**config.mk**
```make
export PLATFORM = sky130hd
export DESIGN_NAME = song_sequencer
export DESIGN_NICKNAME = d
export VERILOG_FILES = /design/src/rtl/song_pkg.sv /design/src/rtl/song_sequencer.sv
export SDC_FILE = /design/constraint.sdc
export NUM_CORES = 1
export LEC_CHECK = 0
export CAP_MARGIN = 20
export CORE_UTILIZATION = 48
export DETAILED_ROUTE_END_ITERATION = 8
export GPL_TIMING_DRIVEN = 0
export PLACE_DENSITY = 0.82
export SLEW_MARGIN = 0
export SYNTH_ARGS = -nofsm -noshare
export SYNTH_HDL_FRONTEND = slang
export SYNTH_SLANG_ARGS = --single-unit
```
**constraint.sdc**
```tcl
create_clock -name clk -period 4.7 [get_ports clk]
set_clock_uncertainty 0.15 [all_clocks]
set_input_delay 0.94 -clock clk [delete_from_list [all_inputs] [get_ports clk]]
set_output_delay 0.94 -clock clk [all_outputs]
set_load 0.02 [all_outputs]
```
**src/rtl/song_pkg.sv**
```systemverilog
// song_pkg: shared definitions for the song sequencer, the song ROM generator
// and note_player.
//   - default field widths (note, duration, song select, note index)
//   - sequencer state encoding
//   - end-of-song marker value and the {note, duration} ROM entry layout
package song_pkg;

  localparam int NOTE_W_DEF = 6;
  localparam int DUR_W_DEF  = 6;
  localparam int SONG_W_DEF = 2;
  localparam int IDX_W_DEF  = 5;

  // A ROM entry whose duration equals END_DUR terminates the song.
  localparam int END_DUR = 0;

  typedef enum logic [2:0] {
    S_IDLE      = 3'd0,
    S_FETCH     = 3'd1,
    S_WAIT_ROM  = 3'd2,
    S_LOAD      = 3'd3,
    S_WAIT_NOTE = 3'd4,
    S_DONE      = 3'd5
  } state_e;

  // ROM entry layout: note in the upper bits, duration in the lower bits.
  typedef struct packed {
    logic [NOTE_W_DEF-1:0] note;
    logic [DUR_W_DEF-1:0]  dur;
  } rom_entry_t;

  function automatic logic [NOTE_W_DEF+DUR_W_DEF-1:0] make_entry(
    input logic [NOTE_W_DEF-1:0] note,
    input logic [DUR_W_DEF-1:0]  dur
  );
    return {note, dur};
  endfunction

  function automatic logic [NOTE_W_DEF-1:0] entry_note(
    input logic [NOTE_W_DEF+DUR_W_DEF-1:0] entry
  );
    return entry[NOTE_W_DEF+DUR_W_DEF-1:DUR_W_DEF];
  endfunction

  function automatic logic [DUR_W_DEF-1:0] entry_dur(
    input logic [NOTE_W_DEF+DUR_W_DEF-1:0] entry
  );
    return entry[DUR_W_DEF-1:0];
  endfunction

endpackage

```
**src/rtl/song_sequencer.sv**
```systemverilog
// song_sequencer: walks a synchronous song ROM and hands each {note, duration}
// entry to note_player with a one-cycle load strobe, waiting for the player to
// finish each note before fetching the next one.
//
// Ports
//   clk              in   system clock, rising edge
//   reset            in   asynchronous reset, active low
//   play             in   1 = run, 0 = hold at the next fetch point
//   song             in   song select, sampled while idle
//   rom_addr         out  {song_q, index} to the song ROM
//   rom_data         in   {note, duration}, one cycle after rom_addr
//   note_to_load     out  registered note for note_player
//   duration_to_load out  registered duration for note_player
//   load_new_note    out  one-cycle strobe, fields valid while high
//   done_with_note   in   one-cycle pulse when the current note expires
//   song_done        out  one-cycle pulse at end of song
//   note_index       out  current entry index
//
// state       | meaning
// ------------+---------------------------------------------------------
// S_IDLE      | track song select, index held at 0, wait for play
// S_FETCH     | rom_addr presented to the ROM
// S_WAIT_ROM  | ROM data valid; end marker -> S_DONE, else latch fields
// S_LOAD      | load_new_note high for this cycle
// S_WAIT_NOTE | wait for done_with_note; then held (index advanced)
//             | until play is high
// S_DONE      | song finished; leave on play low or song change
module song_sequencer
  import song_pkg::*;
#(
  parameter int NOTE_W = NOTE_W_DEF,
  parameter int DUR_W  = DUR_W_DEF,
  parameter int SONG_W = SONG_W_DEF,
  parameter int IDX_W  = IDX_W_DEF
) (
  input  logic                    clk,
  input  logic                    reset,
  input  logic                    play,
  input  logic [SONG_W-1:0]       song,
  output logic [SONG_W+IDX_W-1:0] rom_addr,
  input  logic [NOTE_W+DUR_W-1:0] rom_data,
  output logic [NOTE_W-1:0]       note_to_load,
  output logic [DUR_W-1:0]        duration_to_load,
  output logic                    load_new_note,
  input  logic                    done_with_note,
  output logic                    song_done,
  output logic [IDX_W-1:0]        note_index
);

  state_e              state_q, state_d;
  logic [IDX_W-1:0]    index_q, index_d;
  logic [SONG_W-1:0]   song_q, song_d;
  logic [NOTE_W-1:0]   note_q, note_d;
  logic [DUR_W-1:0]    dur_q, dur_d;
  logic                load_q, load_d;
  logic                done_q, done_d;
  // Set once the current note has expired and index has advanced; the
  // sequencer then only waits for play before fetching the next entry.
  logic                held_q, held_d;

  logic [NOTE_W-1:0]   rom_note;
  logic [DUR_W-1:0]    rom_dur;
  logic                song_changed;
  logic                index_last;

  assign rom_note     = rom_data[NOTE_W+DUR_W-1:DUR_W];
  assign rom_dur      = rom_data[DUR_W-1:0];
  assign song_changed = (song != song_q);
  assign index_last   = &index_q;

  always_comb begin
    state_d = state_q;
    index_d = index_q;
    song_d  = song_q;
    note_d  = note_q;
    dur_d   = dur_q;
    load_d  = 1'b0;
    done_d  = 1'b0;
    held_d  = held_q;

    if (state_q == S_IDLE) begin
      song_d  = song;
      index_d = '0;
      held_d  = 1'b0;
      if (play) state_d = S_FETCH;
    end else if (song_changed) begin
      // Song change beats everything else, including a done_with_note
      // arriving on the same edge.
      state_d = S_IDLE;
      index_d = '0;
      held_d  = 1'b0;
    end else begin
      case (state_q)
        S_FETCH: begin
          state_d = S_WAIT_ROM;
          held_d  = 1'b0;
        end
        S_WAIT_ROM: begin
          if (rom_dur == DUR_W'(END_DUR)) begin
            state_d = S_DONE;
            done_d  = 1'b1;
          end else begin
            note_d  = rom_note;
            dur_d   = rom_dur;
            load_d  = 1'b1;
            state_d = S_LOAD;
          end
        end
        S_LOAD: begin
          state_d = S_WAIT_NOTE;
        end
        S_WAIT_NOTE: begin
          if (!held_q) begin
            if (done_with_note) begin
              if (index_last) begin
                // Index saturates at the last entry instead of wrapping.
                state_d = S_DONE;
                done_d  = 1'b1;
              end else begin
                index_d = index_q + IDX_W'(1);
                held_d  = 1'b1;
              end
            end
          end else if (play) begin
            state_d = S_FETCH;
            held_d  = 1'b0;
          end
        end
        S_DONE: begin
          if (!play) state_d = S_IDLE;
        end
        default: begin
          state_d = S_IDLE;
          index_d = '0;
          held_d  = 1'b0;
        end
      endcase
    end
  end

  always_ff @(posedge clk or negedge reset) begin
    if (!reset) begin
      state_q <= S_IDLE;
      index_q <= '0;
      song_q  <= '0;
      note_q  <= '0;
      dur_q   <= '0;
      load_q  <= 1'b0;
      done_q  <= 1'b0;
      held_q  <= 1'b0;
    end else begin
      state_q <= state_d;
      index_q <= index_d;
      song_q  <= song_d;
      note_q  <= note_d;
      dur_q   <= dur_d;
      load_q  <= load_d;
      done_q  <= done_d;
      held_q  <= held_d;
    end
  end

  assign rom_addr         = {song_q, index_q};
  assign note_to_load     = note_q;
  assign duration_to_load = dur_q;
  assign load_new_note    = load_q;
  assign song_done        = done_q;
  assign note_index       = index_q;

endmodule

```
==> results of run 1 <==
[sequential cells by signal, summed over array words and instances (netlist names)]
register          flops
duration_to_load      6
song_done             1
note_index            5
song_q                2
load_new_note         1
note_to_load          6
held_q                1
state_q               3
[metal layers]
layer | vias to the layer above | GRT usage | routed length, microns
met1 | 472 | 0.239 | 1020
met4 | 0 | 0.0439 | 15
met2 | 34 | 0.346 | 1260
met3 | 2 | 0.0517 | 135
li1 | 470 | - | -
met5 | - | 0 | 0
[per-stage QoR]
| stage | setup slack [ns] | power, W | instances | hold WS (ns) |
|---|---|---|---|---|
| global placement | 1.60 | 0.000752 | 177 | 0.342 |
| finish | 1.88 | 0.000856 | 182 | 0.371 |
| CTS | 1.90 | 0.000866 | 181 | 0.377 |
| detailed placement | 1.55 | 0.000765 | 177 | 0.346 |
| global route | 1.85 | 0.000907 | 182 | 0.396 |
| floorplan | 2.13 | 0.000586 | 104 | 0.378 |
[area by class of cell]
type                       instances  area share
buffer                             8      0.0410
clock buffer                       3      0.0127
clock inverter                     1     0.00424
inverter                           3     0.00636
multi-input combinational         68       0.310
sequential                        25       0.353
tap                               30      0.0212
timing repair buffer              44       0.251
[cell usage after synthesis]
master / number / area share
dfrtp_1: 25 / 0.50
nor2_1: 10 / 0.030
mux2_4: 9 / 0.11
buf_4: 5 / 0.030
mux2_2: 5 / 0.045
a21oi_1: 4 / 0.016
o21ai_0: 4 / 0.016
a211oi_1: 3 / 0.018
inv_1: 3 / 0.0089
nand2b_1: 3 / 0.015
nor3_1: 3 / 0.012
nor3b_1: 3 / 0.018
a22oi_1: 2 / 0.012
and3_1: 2 / 0.0099
ha_1: 2 / 0.020
nand2_1: 2 / 0.0060
nor2b_1: 2 / 0.0099
xnor2_2: 2 / 0.026
a2111oi_0: 1 / 0.0070
a211o_1: 1 / 0.0070
buf_12: 1 / 0.016
buf_6: 1 / 0.0089
clkbuf_1: 1 / 0.0030
mux2i_1: 1 / 0.0080
nand3_1: 1 / 0.0040
nand3b_1: 1 / 0.0060
nand4_1: 1 / 0.0050
nor3_2: 1 / 0.0080
o211ai_1: 1 / 0.0060
o32a_1: 1 / 0.0080
or3_1: 1 / 0.0050
or3b_2: 1 / 0.0070
or4_1: 1 / 0.0060
[cells in the final DEF, fill, tap and decap left out, types with 2 or more instances in the layout]
| master | instances |
|---|---|
| clkdlybuf4s50_1 | 43 |
| dfrtp_1 | 25 |
| nor2_1 | 10 |
| mux2_4 | 9 |
| mux2_2 | 5 |
| buf_4 | 5 |
| a21oi_1 | 4 |
| o21ai_0 | 4 |
| inv_1 | 3 |
| nand2b_1 | 3 |
| nor3b_1 | 3 |
| nor3_1 | 3 |
| a211oi_1 | 3 |
| clkbuf_4 | 3 |
| and3_1 | 2 |
| nor2b_1 | 2 |
| nand2_1 | 2 |
| xnor2_2 | 2 |
| a22oi_1 | 2 |
| ha_1 | 2 |
[worst min-delay path by stage]
stage / startpoint / slack, ns / to
after floorplan: state_q[2] / 0.38 / state_q[1]
after global placement: duration_to_load[4] / 0.34 / duration_to_load[4]
after detailed placement: duration_to_load[2] / 0.35 / duration_to_load[2]
after CTS: duration_to_load[2] / 0.38 / duration_to_load[2]
after global routing: duration_to_load[2] / 0.40 / duration_to_load[2]
final: duration_to_load[2] / 0.37 / duration_to_load[2]
[critical path, stage by stage]
cell and delay [ns]:
clkdlybuf4s50_1 0.43, or4_1 0.56, nor3_2 0.20, or3_1 0.18, buf_6 0.12, buf_12 0.14
mux2_4 0.31
[cells by family after synthesis]
kind of cell / count (synthesis) / synth area share
buffers and inverters: 11 / 0.0666
AO/OA/AOI/OAI: 17 / 0.0895
flip-flops: 25 / 0.497
adder cells (fa/ha/maj): 2 / 0.0199
XOR/XNOR: 2 / 0.0258
multiplexers: 15 / 0.160
AND/OR/NAND/NOR: 32 / 0.141
[power breakdown]
part	switching, W	internal, W	total (W)
registers	0.0000505	0.000282	0.000332
clock network	0.0000647	0.0000325	0.0000972
logic	0.000196	0.000231	0.000426
==> summary.txt, run 1 <==
Status
  • Status: complete, no violations

CTS
  • Post-CTS Resized: 0
  • Clk buf depth: 2
  • Clk Latency, worst-skew pair: 0.32 ns
  • Clk sinks: 25
  • Post-CTS Repair Setup Buffers: 0
  • H-tree depth: 1
  • CTS Buf Count: 3
  • CTS Root Cell: clkbuf_4
  • Clock slew at reported path FFs: 0.13 ns
  • CTS Hold Bufs: 0
  • CTS tree: yes

Placed design
  • Cell Area, Placed: 1730 sq um
  • Buffers on Ports: 43
  • RePlAce Congestion: 0.762
  • Dpl hpwl: between 1500 and 2000 microns

Setup path
  • Critical path launch point type: input pin
  • RR Startpoint: note_index[0]
  • Worst EP required: 4.76 ns
  • CP Max Fanout: 10
  • CP arrival: 2.88 ns
  • CP endpoint kind: register
  • End of the critical path: duration_to_load[4]
  • Reg2Reg Depth: 7
  • CP Class: input pin to register
  • Reg2reg setup slack: 2.11 ns
  • Critical Path Source: rom_data[3]
  • Reg2reg end: note_index[2]

STA
  • Worst-margin pin slew: 0.742 ns
  • RSZ-0062 raised after global routing: no
  • Final Critical Period: 2.82 ns
  • Slew margin rel.: 0.504
  • F_max: between 300 and 400 MHz
  • Fin crit share: 0.600
  • Endpoints failing setup: 0
  • Setup TNS: 0 ns
  • Final hold vios: 0
  • Final Max Slew Viols: 0

Yosys
  • Synthesized area: 1260 sq um
  • Warnings from Yosys: 0
  • Cell count after synthesis: 104
  • Count of cell types in the netlist: 33
  • Seq/Total Area, Yosys: 0.497
  • FF+latch count, synth: 25
  • Mapped Nets: about 120
  • Synthesized area per cell: between 10 and 15 sq um

Power and ir drop
  • Worst vdd ir: 0.404 mV
  • Pwr per Cell Area: 483 nW/um^2
  • Leak: 0.788 nW

Routing
  • DRT Wirelength: 2440 microns
  • Vias: around 980
  • 1st-iter DRT viols: 11
  • Routed WL per cell: roughly 13 microns
  • Vias/cell: 5.37
  • DRC: 0
  • Post-route ant nets: 0
  • DR pass1 iterations: 4

Final layout
  • Filler instances: 197
  • Final Net Count: 173
  • Post-layout util: 0.715
  • Sequential cell area: 626 sq um
  • Final instance area: about 1800 sq um
  • Multi-input combinational cell area: 549 sq um
  • Fraction of layout instances using a drive strength above 1: 0.197
  • # diodes: 0
  • Area Growth Syn to Fin: 40.8%

Floorplan
  • Chip height: between 50 and 60 microns
  • I/O pin total: 44
  • Die W: 53.2 microns
  • Die ar.: 2830 sq um
  • Row count: 18
  • Placeable Area: 2480 sq um
  • Initial Util: 0.508

GRT
  • Largest net degree at the start of global routing: 26
  • Vias in the first global route: 971
  • Global-route wire length before repair: 4020 microns
  • GRT Total Usage: 0.197
  • GRT Residual Overflow: 0
  • Initial antenna violation count: 0

Min path
  • Hold depth: 1
  • HP Class: register to register

Flow run
  • Max cap viols: 0
(Power assumes the default switching activity.)
==> inputs of run 2 (changes only) <==
--- a/config.mk
+++ b/config.mk
@@ -6,10 +6,10 @@
 export NUM_CORES = 1
 export LEC_CHECK = 0
 export CAP_MARGIN = 20
-export CORE_UTILIZATION = 48
+export CORE_UTILIZATION = 40
 export DETAILED_ROUTE_END_ITERATION = 8
 export GPL_TIMING_DRIVEN = 0
-export PLACE_DENSITY = 0.82
+export PLACE_DENSITY = 0.73
 export SLEW_MARGIN = 0
 export SYNTH_ARGS = -nofsm -noshare
 export SYNTH_HDL_FRONTEND = slang
==> constraint.sdc (replaced) <==
create_clock -name clk -period 2.45 [get_ports clk]
set_clock_uncertainty 0.15 [all_clocks]
set_input_delay 0.49 -clock clk [delete_from_list [all_inputs] [get_ports clk]]
set_output_delay 0.49 -clock clk [all_outputs]
set_load 0.02 [all_outputs]
==> summary.txt, run 2 (synthesis gave the netlist of run 1 again) <==
Routing
  • DR pass1 iterations: 4 (unchanged)
  • Vias: 957 (-2.1%)
  • 1st-iter DRT viols: 26 (+15)
  • Post-route ant nets: 0 (unchanged)
  • Routed WL per cell: 13.1 microns (-2.2%)
  • DRT Wirelength: 2540 microns (+4.2%)
  • DRC: 0 (unchanged)
  • Vias/cell: 4.93 (-8.2%)

Final layout
  • Non-filler cells, final: 194 (+6.6%)
  • Filler instances: 245 (+24%)
  • Commonest non-fill, non-tap cells in the layout: clkdlybuf4s50_1 (43), dfrtp_1 (25), nor2_1 (10)
  • Final Net Count: 173 (unchanged)
  • Area Growth Syn to Fin: 43.4%
  • # diodes: 0 (unchanged)
  • Post-layout util: 0.628 (-0.0875)
  • Fraction of layout instances using a drive strength above 1: 0.204 (+0.00658)
  • Commonest non-fill, non-tap cell in the layout: clkdlybuf4s50_1

GRT
  • GRT Residual Overflow: 0 (unchanged)
  • Vias in the first global route: 919 (-5.4%)
  • Initial antenna violation count: 0 (unchanged)
  • Global-route wire length before repair: 4290 microns (+6.7%)
  • Largest net degree at the start of global routing: 26 (unchanged)
  • GRT Total Usage: 0.165 (-0.0327)

STA
  • F_max: 433 MHz
  • Final hold slack: 0.223 ns (-0.147 ns)
  • Final Max Slew Viols: 0 (unchanged)
  • Final Critical Period: between 2 and 2.5 ns
  • Final hold vios: 0 (unchanged)
  • Endpoints failing setup: 0 (unchanged)
  • Worst-margin pin slew: 0.452 ns (-0.290 ns)
  • Setup TNS: 0 ns (unchanged)
  • Fin crit share: 0.943
  • Slew margin rel.: 0.697 (+0.193)

Floorplan
  • Die ar.: 3380 sq um (+19%)
  • Row count: 19 (+1)
  • Die W: 58.1 microns (+9.2%)
  • I/O pin total: 44 (unchanged)
  • Initial Util: 0.438 (-0.0705)
  • Placeable Area: 2880 sq um (+16%)
  • Chip height: 58.1 microns (+9.2%)

Setup path
  • Cells along the critical path: clkdlybuf4s50_1 -> or4_1 -> nor3_2 -> or3_1 -> buf_6 -> buf_12 -> mux2_4
  • RR Startpoint: note_index[0]
  • CP arrival: 2.38 ns (-0.50 ns)
  • End of the critical path: duration_to_load[4]
  • Reg2reg setup slack: 0.16 ns (-1.95 ns)
  • Reg2Reg Depth: 7 (unchanged)
  • Worst EP required: 2.52 ns (-2.24 ns)
  • CP max-delay cell: or4_1
  • CP Class: input pin to register
  • Critical Path Source: rom_data[3]
  • Reg2reg end: note_index[3]
  • CP endpoint kind: register
  • Worst stage delay on the critical path: 0.54 ns (-0.02 ns)
  • CP Max Fanout: 10 (unchanged)
  • Critical path launch point type: input pin

CTS
  • CTS Buf Count: 3 (unchanged)
  • Clock slew at reported path FFs: 0.13 ns (about the same)
  • H-tree depth: 1 (unchanged)
  • CTS Root Cell: clkbuf_4
  • Post-CTS Repair Setup Buffers: 0 (unchanged)
  • CTS Hold Bufs: 0 (unchanged)
  • Clk Latency, worst-skew pair: 0.32 ns (about the same)
  • Clk buf depth: 2 (unchanged)
  • Clk sinks: 25 (unchanged)
  • CTS tree: yes

Power and ir drop
  • Pwr per Cell Area: 914 nW/um^2 (+89%)
  • Worst vdd ir: 0.623 mV (+54%)
  • Total Power: 0.00165 W (+93%)
  • Leak: 0.801 nW (+1.7%)

Placed design
  • Buffers on Ports: 43 (unchanged)
  • Dpl hpwl: 1950 microns (+2.2%)
  • RePlAce Congestion: 0.859 (+13%)
  • Placed cells: 189 (+6.8%)

Status
  • Status: complete, no violations

Min path
  • HP Class: input pin to async pin

Flow run
  • Max cap viols: 0 (unchanged)
[run 2: cell types whose count changed in the layout (fill, tap and decap cells not counted), sizes merged]
cell	before	now
clkinv	0	1
buf	8	7
clkinvlp	1	0
clkbuf	4	5
[run 2: timing repair]
action | 4_1_cts | 5_1_grt
setup endpoints to repair | 4 | 5
gates resized for setup | 1 | 1
pin swaps | 0 | 0
[run 2: critical path: cells and delay by family]
family / cells / cell delay (ns)
and+or+nand+nor: 3 / 0.91
buffers and inverters: 3 / 0.67
muxes: 1 / 0.30
[run 2: stage by stage]
step / area, sq um / worst slack [ns]
5_1_grt: 1810 / -0.00571
3_5_place_dp: 1740 / -0.213
2_1_floorplan: 1260 / 0.189
4_1_cts: 1770 / 0.132
3_3_place_gp: 1740 / -0.200
6_report: 1810 / 0.140
[run 2: how the worst min path moves through the flow]
stage,from,end
5_1_grt,reset,note_index[0]
2_1_floorplan,reset,duration_to_load[0]
3_3_place_gp,duration_to_load[2],duration_to_load[2]
3_5_place_dp,note_to_load[3],note_to_load[3]
6_report,reset,note_index[0]
4_1_cts,duration_to_load[2],duration_to_load[2]
[run 2: power by group]
group          switching [W]  total [W]  internal, W
combinational       0.000383   0.000827     0.000445
clock               0.000122   0.000183    0.0000612
sequential         0.0000989   0.000640     0.000541
[run 2: routing by layer]
layer  track usage  vias up  part of all wire
met2         0.276       25              0.52
li1              -      467                 -
met3        0.0379        3             0.036
met1         0.220      462              0.44
met5             0        -                 0
met4        0.0306        0            0.0039
[run 2: cell type report]
class	count	area [sq um]	area share
Clock inverter	1	5.00	0.00277
Buffer	8	72.6	0.0402
Multi-Input combinational cell	68	561	0.310
Sequential cell	25	626	0.347
Tap cell	42	52.6	0.0291
Inverter	3	11.3	0.00624
Clock buffer	3	22.5	0.0125
Timing Repair Buffer	44	455	0.252
==> inputs of run 3 (changes only) <==
--- a/config.mk
+++ b/config.mk
@@ -10,6 +10,7 @@
 export DETAILED_ROUTE_END_ITERATION = 8
 export GPL_TIMING_DRIVEN = 0
 export PLACE_DENSITY = 0.73
+export REMOVE_ABC_BUFFERS = 1
 export SLEW_MARGIN = 0
 export SYNTH_ARGS = -nofsm -noshare
 export SYNTH_HDL_FRONTEND = slang
==> summary.txt, run 3 (synthesis gave the netlist of run 1 again) <==
Min path
  • Hold depth: 1
  • Min-Delay Endpoint: duration_to_load[2]
  • Hold_sp: duration_to_load[2]
  • HP Class: register to register

Floorplan
  • Initial Util: 0.438 (unchanged)
  • Row count: 19 (unchanged)
  • Die ar.: 3380 sq um (unchanged)
  • Die W: 58.1 microns (unchanged)
  • Placeable Area: 2880 sq um (unchanged)
  • Chip height: 58.1 microns (unchanged)
  • I/O pin total: 44 (unchanged)

STA
  • Final WS setup: 0.164 ns (+0.0243 ns)
  • Slew margin rel.: 0.571 (-0.126)
  • Final Critical Period: 2.29 ns (-0.0243 ns)
  • Final hold slack: 0.366 ns (+0.143 ns)
  • Worst-margin pin slew: 0.642 ns (+0.189 ns)
  • Fin crit share: 0.933 (-0.00992)
  • Final hold vios: 0 (unchanged)
  • F_max: 437 MHz (+1.1%)
  • Endpoints failing setup: 0 (unchanged)
  • RSZ-0062 raised after global routing: no
  • Final Max Slew Viols: 0 (unchanged)

Setup path
  • Reg2Reg Depth: 7 (unchanged)
  • CP max-delay cell: or4_1
  • CP Max Fanout: 13 (+3)
  • Reg2reg setup slack: 0.17 ns (about the same)
  • CP endpoint kind: register
  • Reg2reg end: held_q
  • Worst EP required: 2.51 ns (about the same)
  • CP arrival: 2.35 ns (-0.03 ns)
  • Critical path launch point type: input pin
  • CP Class: input pin to register
  • RR Startpoint: note_index[0]
  • Worst stage delay on the critical path: 0.54 ns (about the same)
  • Cells along the critical path: clkdlybuf4s50_1 -> or4_1 -> nor3_2 -> or3_4 -> mux2_2

Power and ir drop
  • Logic pwr share: 0.488 (-0.013)
  • Pint: 0.00103 W (-1.2%)
  • Net switching fraction of the power: 0.366 (about the same)
  • Pwr per Cell Area: 944 nW/um^2 (+3.3%)
  • Net Sw Power: 0.000597 W (-1.1%)
  • Reg power frac: 0.400 (+0.012)
  • Leak: 0.753 nW (-6.0%)
  • Worst vdd ir: 0.665 mV (+6.7%)
  • Total Power: 0.00163 W (-1.1%)
  • Clock power frac: 0.112 (about the same)

Placed design
  • Buffers on Ports: 43 (unchanged)
  • Placed cells: 181 (-4.2%)
  • Pre-CTS setup slack: -0.527 ns (-0.314 ns)
  • Dpl hpwl: 1850 microns (-5.1%)
  • RePlAce Congestion: 0.833 (-3.0%)

Routing
  • DR pass1 iterations: 4 (unchanged)
  • Vias: 914 (-4.5%)
  • DRC: 0 (unchanged)
  • Vias/cell: 4.91 (-0.39%)
  • Routed WL per cell: 13.6 microns (+4.1%)
  • DRT Wirelength: 2530 microns (-0.24%)
  • Post-route ant nets: 0 (unchanged)
  • 1st-iter DRT viols: 13 (-50%)

GRT
  • GRT Total Usage: 0.164 (-0.00111)
  • GRT Residual Overflow: 0 (unchanged)
  • Initial antenna violation count: 0 (unchanged)
  • Vias in the first global route: 920 (+0.11%)
  • Global-route wire length before repair: 4210 microns (-1.9%)
  • Largest net degree at the start of global routing: 26 (unchanged)

Final layout
  • Final Net Count: 165 (-4.6%)
  • Area Growth Syn to Fin: 37.3%
  • Fraction of layout instances using a drive strength above 1: 0.174 (-0.0303)
  • Commonest non-fill, non-tap cell in the layout: clkdlybuf4s50_1
  • # diodes: 0 (unchanged)
  • Commonest non-fill, non-tap cells in the layout: clkdlybuf4s50_1 (43), dfrtp_1 (25), nor2_1 (10)
  • Filler instances: 250 (+2.0%)
  • Non-filler cells, final: 186 (-4.1%)

CTS
  • Clk sinks: 25 (unchanged)
  • CTS Root Cell: clkbuf_4
  • Clock slew at reported path FFs: 0.12 ns (about the same)
  • Clk Latency, worst-skew pair: 0.32 ns (about the same)
  • Clk buf depth: 2 (unchanged)
  • CTS tree: yes
  • Post-CTS Repair Setup Buffers: 0 (unchanged)
  • H-tree depth: 1 (unchanged)
  • CTS Buf Count: 3 (unchanged)

Status
  • Status: complete, no violations

Flow run
  • Max cap viols: 0 (unchanged)
-- run 3: repair_timing --
item | CTS | global route
resized for setup | 2 | 1
hold buffers | 0 | 0
endpoints found under the setup margin | 16 | 2
pin swaps | 0 | 0
cloned | 0 | 0
-- run 3: worst max-delay path by stage --
| stage | from | endpoint | slack [ns] |
|---|---|---|---|
| final | rom_data[3] | duration_to_load[2] | 0.16 |
| after global routing | note_index[0] | held_q | 0.006 |
| after CTS | rom_data[3] | duration_to_load[2] | 0.15 |
| after detailed placement | rom_data[3] | duration_to_load[2] | -0.53 |
| after global placement | rom_data[3] | duration_to_load[2] | -0.50 |
| after floorplan | note_index[0] | note_index[2] | 0.09 |
-- run 3: final cells by class --
type	count	area, sq um	share of cell area
multi-input cells	68	566	0.327
repair buffers	44	445	0.258
clock buffers	3	22.5	0.0130
inverters	3	11.3	0.00652
clock inverters	1	5.00	0.00290
well taps	42	52.6	0.0304
flip-flops and latches	25	626	0.362
-- run 3: critical path: cells and delay by family --
kind | cells | cell delay [ns]
AND/OR/NAND/NOR | 3 | 1.07
buffers and inverters | 1 | 0.42
multiplexers | 1 | 0.36
-- run 3: power groups by stage --
stage / Combinational, W / Sequential, W / Clock, W
2_1_floorplan: 0.000326 / 0.000783 / 0
4_1_cts: 0.000799 / 0.000650 / 0.000192
6_report: 0.000796 / 0.000652 / 0.000183
3_5_place_dp: 0.000793 / 0.000656 / 0
5_1_grt: 0.000851 / 0.000673 / 0.000208
3_3_place_gp: 0.000783 / 0.000651 / 0
-- run 3: metrics by stage --
stage	util	setup TNS [ns]	cell area, sq um
6_report	0.601	0	1730
5_1_grt	0.601	0	1730
3_3_place_gp	0.580	-5.71	1670
4_1_cts	0.593	0	1710
2_1_floorplan	-	0	1190
3_5_place_dp	0.580	-6.06	1670
-- run 3: layer usage --
metal | wire length (microns) | vias to the layer above | share of wire | GRT usage
met5 | 0 | - | 0 | 0
met4 | 13 | 0 | 0.0051 | 0.0340
met3 | 123 | 2 | 0.049 | 0.0536
met2 | 1260 | 26 | 0.50 | 0.266
met1 | 1130 | 440 | 0.45 | 0.214
li1 | - | 446 | - | -
